--- config.mk ---
export PLATFORM = sky130hd
export DESIGN_NAME = alu_shift_register_flat
export DESIGN_NICKNAME = d
export VERILOG_FILES = /design/src/rtl/alu_shift_register_if.sv /design/src/rtl/alu_shift_register.sv /design/src/flat_wrapper.sv
export SDC_FILE = /design/constraint.sdc
export NUM_CORES = 1
export LEC_CHECK = 0
export ABC_AREA = 1
export CORE_AREA = 10 10 47 49
export DETAILED_ROUTE_END_ITERATION = 8
export DIE_AREA = 0 0 57 59
export PLACE_DENSITY = 0.52
export SETUP_SLACK_MARGIN = 0.3
export SYNTH_ARGS = -nofsm -noshare
export SYNTH_HDL_FRONTEND = slang
export SYNTH_SLANG_ARGS = --single-unit
--- constraint.sdc ---
create_clock -name CLK -period 2.5 [get_ports CLK]
set_input_delay 0.375 -clock CLK [delete_from_list [all_inputs] [get_ports CLK]]
set_output_delay 0.375 -clock CLK [all_outputs]
set_load 0.02 [all_outputs]
--- src/rtl/alu_shift_register_if.sv ---
// Data and command bundle for the ALU shift register.
// The master drives the load data and commands; the slave (the register) returns its contents and carry.
interface alu_shift_register_if #(
    parameter int WIDTH = 4
);
    logic [WIDTH-1:0] IN;
    logic             LOAD_ENABLE;
    logic [1:0]       SHIFT_CTRL;
    logic [WIDTH-1:0] OUT;
    logic             FLAG;

    modport master (
        output IN,
        output LOAD_ENABLE,
        output SHIFT_CTRL,
        input  OUT,
        input  FLAG
    );

    modport slave (
        input  IN,
        input  LOAD_ENABLE,
        input  SHIFT_CTRL,
        output OUT,
        output FLAG
    );
endinterface

--- src/rtl/alu_shift_register.sv ---
// Parallel-load logical shift register for the ALU datapath.
// The bit shifted out on each shift is kept in a registered carry flag.
module alu_shift_register #(
    parameter int WIDTH = 4
) (
    input  logic                 CLK,
    input  logic                 RESET,
    alu_shift_register_if.slave  bus
);
    localparam logic [1:0] SHIFT_LEFT  = 2'b10;
    localparam logic [1:0] SHIFT_RIGHT = 2'b01;

    logic [WIDTH-1:0] data_reg;
    logic             flag_reg;
    logic [WIDTH-1:0] shl_next;
    logic [WIDTH-1:0] shr_next;

    // Zero-filled shifted copies of the register, one bit at a time.
    for (genvar gi = 0; gi < WIDTH; gi++) begin : g_shift
        if (gi == 0) begin : g_lsb
            assign shl_next[gi] = 1'b0;
        end else begin : g_upper
            assign shl_next[gi] = data_reg[gi-1];
        end
        if (gi == WIDTH - 1) begin : g_msb
            assign shr_next[gi] = 1'b0;
        end else begin : g_lower
            assign shr_next[gi] = data_reg[gi+1];
        end
    end

    // Reset beats load, load beats shift; both-or-neither shift bits hold.
    always_ff @(posedge CLK) begin
        if (RESET) begin
            data_reg <= '0;
            flag_reg <= 1'b0;
        end else if (bus.LOAD_ENABLE) begin
            data_reg <= bus.IN;
            flag_reg <= 1'b0;
        end else begin
            case (bus.SHIFT_CTRL)
                SHIFT_LEFT: begin
                    data_reg <= shl_next;
                    flag_reg <= data_reg[WIDTH-1];
                end
                SHIFT_RIGHT: begin
                    data_reg <= shr_next;
                    flag_reg <= data_reg[0];
                end
                default: begin
                    data_reg <= data_reg;
                    flag_reg <= flag_reg;
                end
            endcase
        end
    end

    assign bus.OUT  = data_reg;
    assign bus.FLAG = flag_reg;
endmodule

--- src/flat_wrapper.sv ---
// flat-port wrapper written by rule: the top's interface ports become plain ports
module alu_shift_register_flat 
#(
    parameter int WIDTH = 4
)
  (CLK, RESET, bus_IN, bus_LOAD_ENABLE, bus_SHIFT_CTRL, bus_OUT, bus_FLAG);
  alu_shift_register_if #(.WIDTH(WIDTH)) bus_i ();
  input  logic CLK;
  input  logic RESET;
  input wire logic [$bits(bus_i.IN)-1:0] bus_IN;
  input wire logic [$bits(bus_i.LOAD_ENABLE)-1:0] bus_LOAD_ENABLE;
  input wire logic [$bits(bus_i.SHIFT_CTRL)-1:0] bus_SHIFT_CTRL;
  output wire logic [$bits(bus_i.OUT)-1:0] bus_OUT;
  output wire logic [$bits(bus_i.FLAG)-1:0] bus_FLAG;
  assign bus_i.IN = bus_IN;
  assign bus_i.LOAD_ENABLE = bus_LOAD_ENABLE;
  assign bus_i.SHIFT_CTRL = bus_SHIFT_CTRL;
  assign bus_OUT = bus_i.OUT;
  assign bus_FLAG = bus_i.FLAG;
  alu_shift_register #(.WIDTH(WIDTH)) u_core (.CLK(CLK), .RESET(RESET), .bus(bus_i));
endmodule
# Yosys cells after proc, flatten, opt, wreduce, memory -nomap -nowiden
# Index checks and enable logic that the tools add are counted.
# Widths: inputs -> output; s select.
[classes] n_mul=0 muxes=3 addsub=0 n_shift=0 order_cmp=0 n_div=0 n_bitwise=0 n_eq_ne=2 n_reduce_logical=3
[op_table] operator="$pmux 4 s2" n=1
[op_table] operator="$mux 4" n=1
[op_table] operator="$reduce_bool 3->1" n=1
[op_table] operator="$eq 2x1->1 const B" n=1
[op_table] operator="$eq 2x2->1 const B" n=1
[op_table] operator="$pmux 1 s2" n=1
[op_table] operator="$reduce_bool 2->1" n=1
[op_table] operator="$reduce_or 2->1" n=1
[word_totals] n_memories=0 rom_bits=0 ram_bits=0 latch_bits=0 out_inout_bits=5 regBits=5

# Depth between registers and ports, before layout
[logic_depth] ltp_word=3 mapped_depth=7 ltp_nobuf=7

# Least setup slack after synthesis
# OpenSTA, ideal clock, no wires.
[synth_path] path_kind="in2reg" start="input bus_SHIFT_CTRL[1]" end="register u_core.data_reg[3], in the netlist u_core.bus.OUT[3]" setup_ns=0.115 t_arrival_ns=1.005 path_buffers=0 path_stages=6 required_time_ns=2.385 slack_ns=1.380 cell_sequence="inv_1 -> ha_1 -> nor2_4 -> nand2_4 -> o21ai_1 -> nor2_1"
[synth_between] elab_chain_cells=3 word_cells_on_any_way=5 classes_between="eq/ne (2); mux (2); reduce/logical (1)"
[synth_lines] element="from (decl)" line_no="flat_wrapper.sv:12" rtl="input wire logic [$bits(bus_i.SHIFT_CTRL)-1:0] bus_SHIFT_CTRL;"
[synth_lines] element="$eq 2x1->1 / $eq 2x2->1 (equally long branches)" line_no="alu_shift_register.sv:41" rtl="case (bus.SHIFT_CTRL)"
[synth_lines] element="$pmux 4 s2" line_no="alu_shift_register.sv:41"
[synth_lines] element="$mux 4" line_no="alu_shift_register.sv:37" rtl="end else if (bus.LOAD_ENABLE) begin"
[synth_lines] element="to (signal assigned)" line_no="alu_shift_register.sv:38" rtl="data_reg <= bus.IN;"
[synth_lines] element="to (signal assigned)" line_no="alu_shift_register.sv:43" rtl="data_reg <= shl_next;"
[synth_lines] element="to (signal assigned)" line_no="alu_shift_register.sv:47" rtl="data_reg <= shr_next;"
[synth_lines] element="to (decl)" line_no="alu_shift_register.sv:13" rtl="logic [WIDTH-1:0] data_reg;"
# Several ways; a longest one is shown, not always the timed one.
# A chain may end at the register's enable or synchronous reset.

# Worst setup path in the final report
[layout_path] start="register u_core.data_reg[3], in the netlist u_core.bus.OUT[3]" end="output bus_OUT[3]"
[layout_rtl] element="to (decl)" line_no="flat_wrapper.sv:13" rtl="output wire logic [$bits(bus_i.OUT)-1:0] bus_OUT;"
# No word-level cell between the ends.

==> results by group <==
Hold path
  • Worst min path class: reg2reg
  • Worst Hold Endpoint: u_core.bus.OUT[0]$_SDFFE_PP0P_
  • Critical hold path startpoint: u_core.bus.OUT[0]$_SDFFE_PP0P_
  • Worst hold stages: 2

Layout
  • Layout cells sized above 1: 11.0%
  • Reg area: 100 um2
  • Layout area overhead: 48.8%
  • Fin util: 38.4%
  • Fill cell count: 172
  • Nets: 86
  • Non-Filler Instances: 89
  • Multi-input logic area: 208 um2
  • Inserted Diodes: 0

Die
  • Die H: 59 um
  • # rows: 14
  • Core Box Area: 0.00140 mm2
  • Die Width: 57 um
  • Initial core utilization: 25.8%
  • Die area: 0.00336 mm2
  • Top Ports: 14

Synthesis
  • Top post-synthesis cells by area: dfxtp_1, inv_1, nand2_1
  • Yosys cell types: 15
  • Synth Area per Inst: 6.46 um2
  • Yosys top cell area share: 27.7%
  • Synth top cells by count: inv_1, nand2_1, dfxtp_1, nand3_1, a21oi_1
  • Dominant synthesized flop cell: dfxtp_1
  • Area leader, netlist: dfxtp_1
  • Async set or reset register ratio after synthesis: 0%
  • EDFF count, synth: 0
  • Yosys reg bits: 5
  • Synth Warn #: 0
  • Post-Syn Nets: 68
  • Seq/Total Area, Yosys: 27.7%
  • Mapped Area: 362 um2
  • Synthesized netlist cell count: 56

Placed design
  • GPL Wtd Cong: 0.755
  • DP HPWL: 773 um
  • Placed cell count: 85
  • Place WS: 800 ps
  • IO Port Bufs: 13

Timing
  • Clock skew: 1.31 ps
  • Max Fclk: 625 MHz
  • Total negative slack: 0 ps
  • Final setup violation count: 0
  • Worst slew pin tran: 310 ps
  • RSZ-0062 raised after global routing: no
  • Worst setup margin: 899 ps
  • Period utilization: 64.1%
  • Minimum clock period: 1600 ps
  • Pins Over Slew Limit: 0
  • Slew HR: 79.3%
  • Hold Vio Cnt, Final: 0

Worst setup path
  • CP endpoint kind: primary output
  • CP peak stage delay: 620 ps
  • WP buf/inv: 1
  • Critical path depth: 1
  • Top delay family on crit path: buffers and inverters
  • Worst EP required: 2120 ps
  • Reg2reg path depth: 4
  • CP cell instances: clkdlybuf4s50_1
  • Worst setup SP type: register
  • R2r endpoint: u_core.bus.OUT[2]$_SDFFE_PP0P_
  • Crit Path Max Fanout: 4
  • CP max stage cell: clkdlybuf4s50_1
  • Worst path arrival time: 1230 ps
  • RR Startpoint: u_core.bus.OUT[3]$_SDFFE_PP0P_
  • R2R Setup Slk: 1740 ps
  • Setup CP Type: reg2out

Clock network
  • CTS tree: built
  • Clock Latency Late Sink: 240 ps
  • Worst-path clk slew: 50 ps
  • CTS Buffer Depth: 2
  • CTS resizes: 0
  • H-tree levels: 1
  • Cts bufs inserted: 3
  • Hold buffers post-CTS: 0
  • Root Driver: clkbuf_4
  • Post-CTS Setup Bufs: 0
  • CTS sink cnt: 5

Detailed routing
  • Wire per inst: 10.3 um
  • Iter 0 DRT Violations: 3
  • Routed vias: 392
  • Final antenna-violating net count: 0
  • First-pass detailed-route iteration total: 4
  • Routed WL: 916 um
  • Vias/cell: 4.40
  • Residual DRC count: 0

Status
  • Status: finished clean

Global routing
  • Initial antenna violation count: 0
  • Wire length of the first global-routing pass: 1620 um
  • Total Routing Usage GR: 6.17%
  • Largest net degree at the start of global routing: 8
  • Grt total ovfl: 0
  • Vias in the first global route: 425

Power and ir drop
  • Max VDD drop: 0.213 mV
  • P_leak: 0.267 nW
  • Overall power: 0.262 mW
  • Power Dens Cells: 487 mW/mm2

Run
  • Max Cap Violations: 0
[through the flow]
step	hold slack (ps)	cell area, um2
floorplan	535	362
global placement	519	512
detailed placement	523	512
CTS	537	538
global route	579	538
finish	524	538
[flip-flops by register name (all words and copies together), names as in the netlist]
name             cells
u_core.bus.OUT       4
u_core.bus.FLAG      1
[routing by layer]
metal,GRT usage [%],vias to the layer above,wire length (um)
li1,-,205,-
met1,5.69,177,368
met2,9.77,8,467
met3,3.00,2,71
met4,6.04,0,9
met5,0,-,0
[layout by cell type (no fill, tap or decap), drive strengths merged]
| master | Yosys | layout |
|---|---|---|
| o21ai | 4 | 4 |
| inv | 13 | 13 |
| dfxtp | 5 | 5 |
| nor2 | 5 | 5 |
| clkbuf | 0 | 4 |
| nand3 | 5 | 5 |
| a21boi | 1 | 1 |
| clkdlybuf4s50 | 0 | 13 |
| clkinv | 1 | 1 |
| ha | 3 | 3 |
| a21oi | 5 | 5 |
| nand2 | 14 | 14 |
[how the worst max path moves through the flow]
| stage | slack (ps) | to | from |
|---|---|---|---|
| 3_5_place_dp | 800 | u_core.bus.OUT[0]$_SDFFE_PP0P_ | bus_SHIFT_CTRL[0] |
| 4_1_cts | 870 | bus_OUT[3] | u_core.bus.OUT[3]$_SDFFE_PP0P_ |
| 2_1_floorplan | 1380 | u_core.bus.OUT[3]$_SDFFE_PP0P_ | bus_SHIFT_CTRL[1] |
| 3_3_place_gp | 810 | u_core.bus.OUT[3]$_SDFFE_PP0P_ | bus_SHIFT_CTRL[1] |
| 6_report | 900 | bus_OUT[3] | u_core.bus.OUT[3]$_SDFFE_PP0P_ |
| 5_1_grt | 830 | bus_OUT[3] | u_core.bus.OUT[3]$_SDFFE_PP0P_ |
[area by class of cell]
class / count / area share [%]
clock buffer: 4 / 4.88
inverter: 14 / 10.0
multi-input combinational: 37 / 38.6
sequential: 5 / 18.6
tap: 16 / 3.72
timing repair buffer: 13 / 24.2
[cell families (layout without fill, tap and decap cells)]
kind of cell / count (synthesis) / in the layout / synth area share [%]
simple gates: 24 / 24 / 31.5
buf+inv: 14 / 31 / 14.9
compound gates: 10 / 10 / 15.6
flops: 5 / 5 / 27.7
fa+ha+maj: 3 / 3 / 10.4
[where the power goes]
group          internal [mW]  total (mW)  switching (mW)
clock                 0.0606      0.0972          0.0366
sequential            0.0863      0.0903         0.00403
combinational         0.0358      0.0744          0.0386
total                  0.183       0.262          0.0792
(Power assumes the default switching activity.)
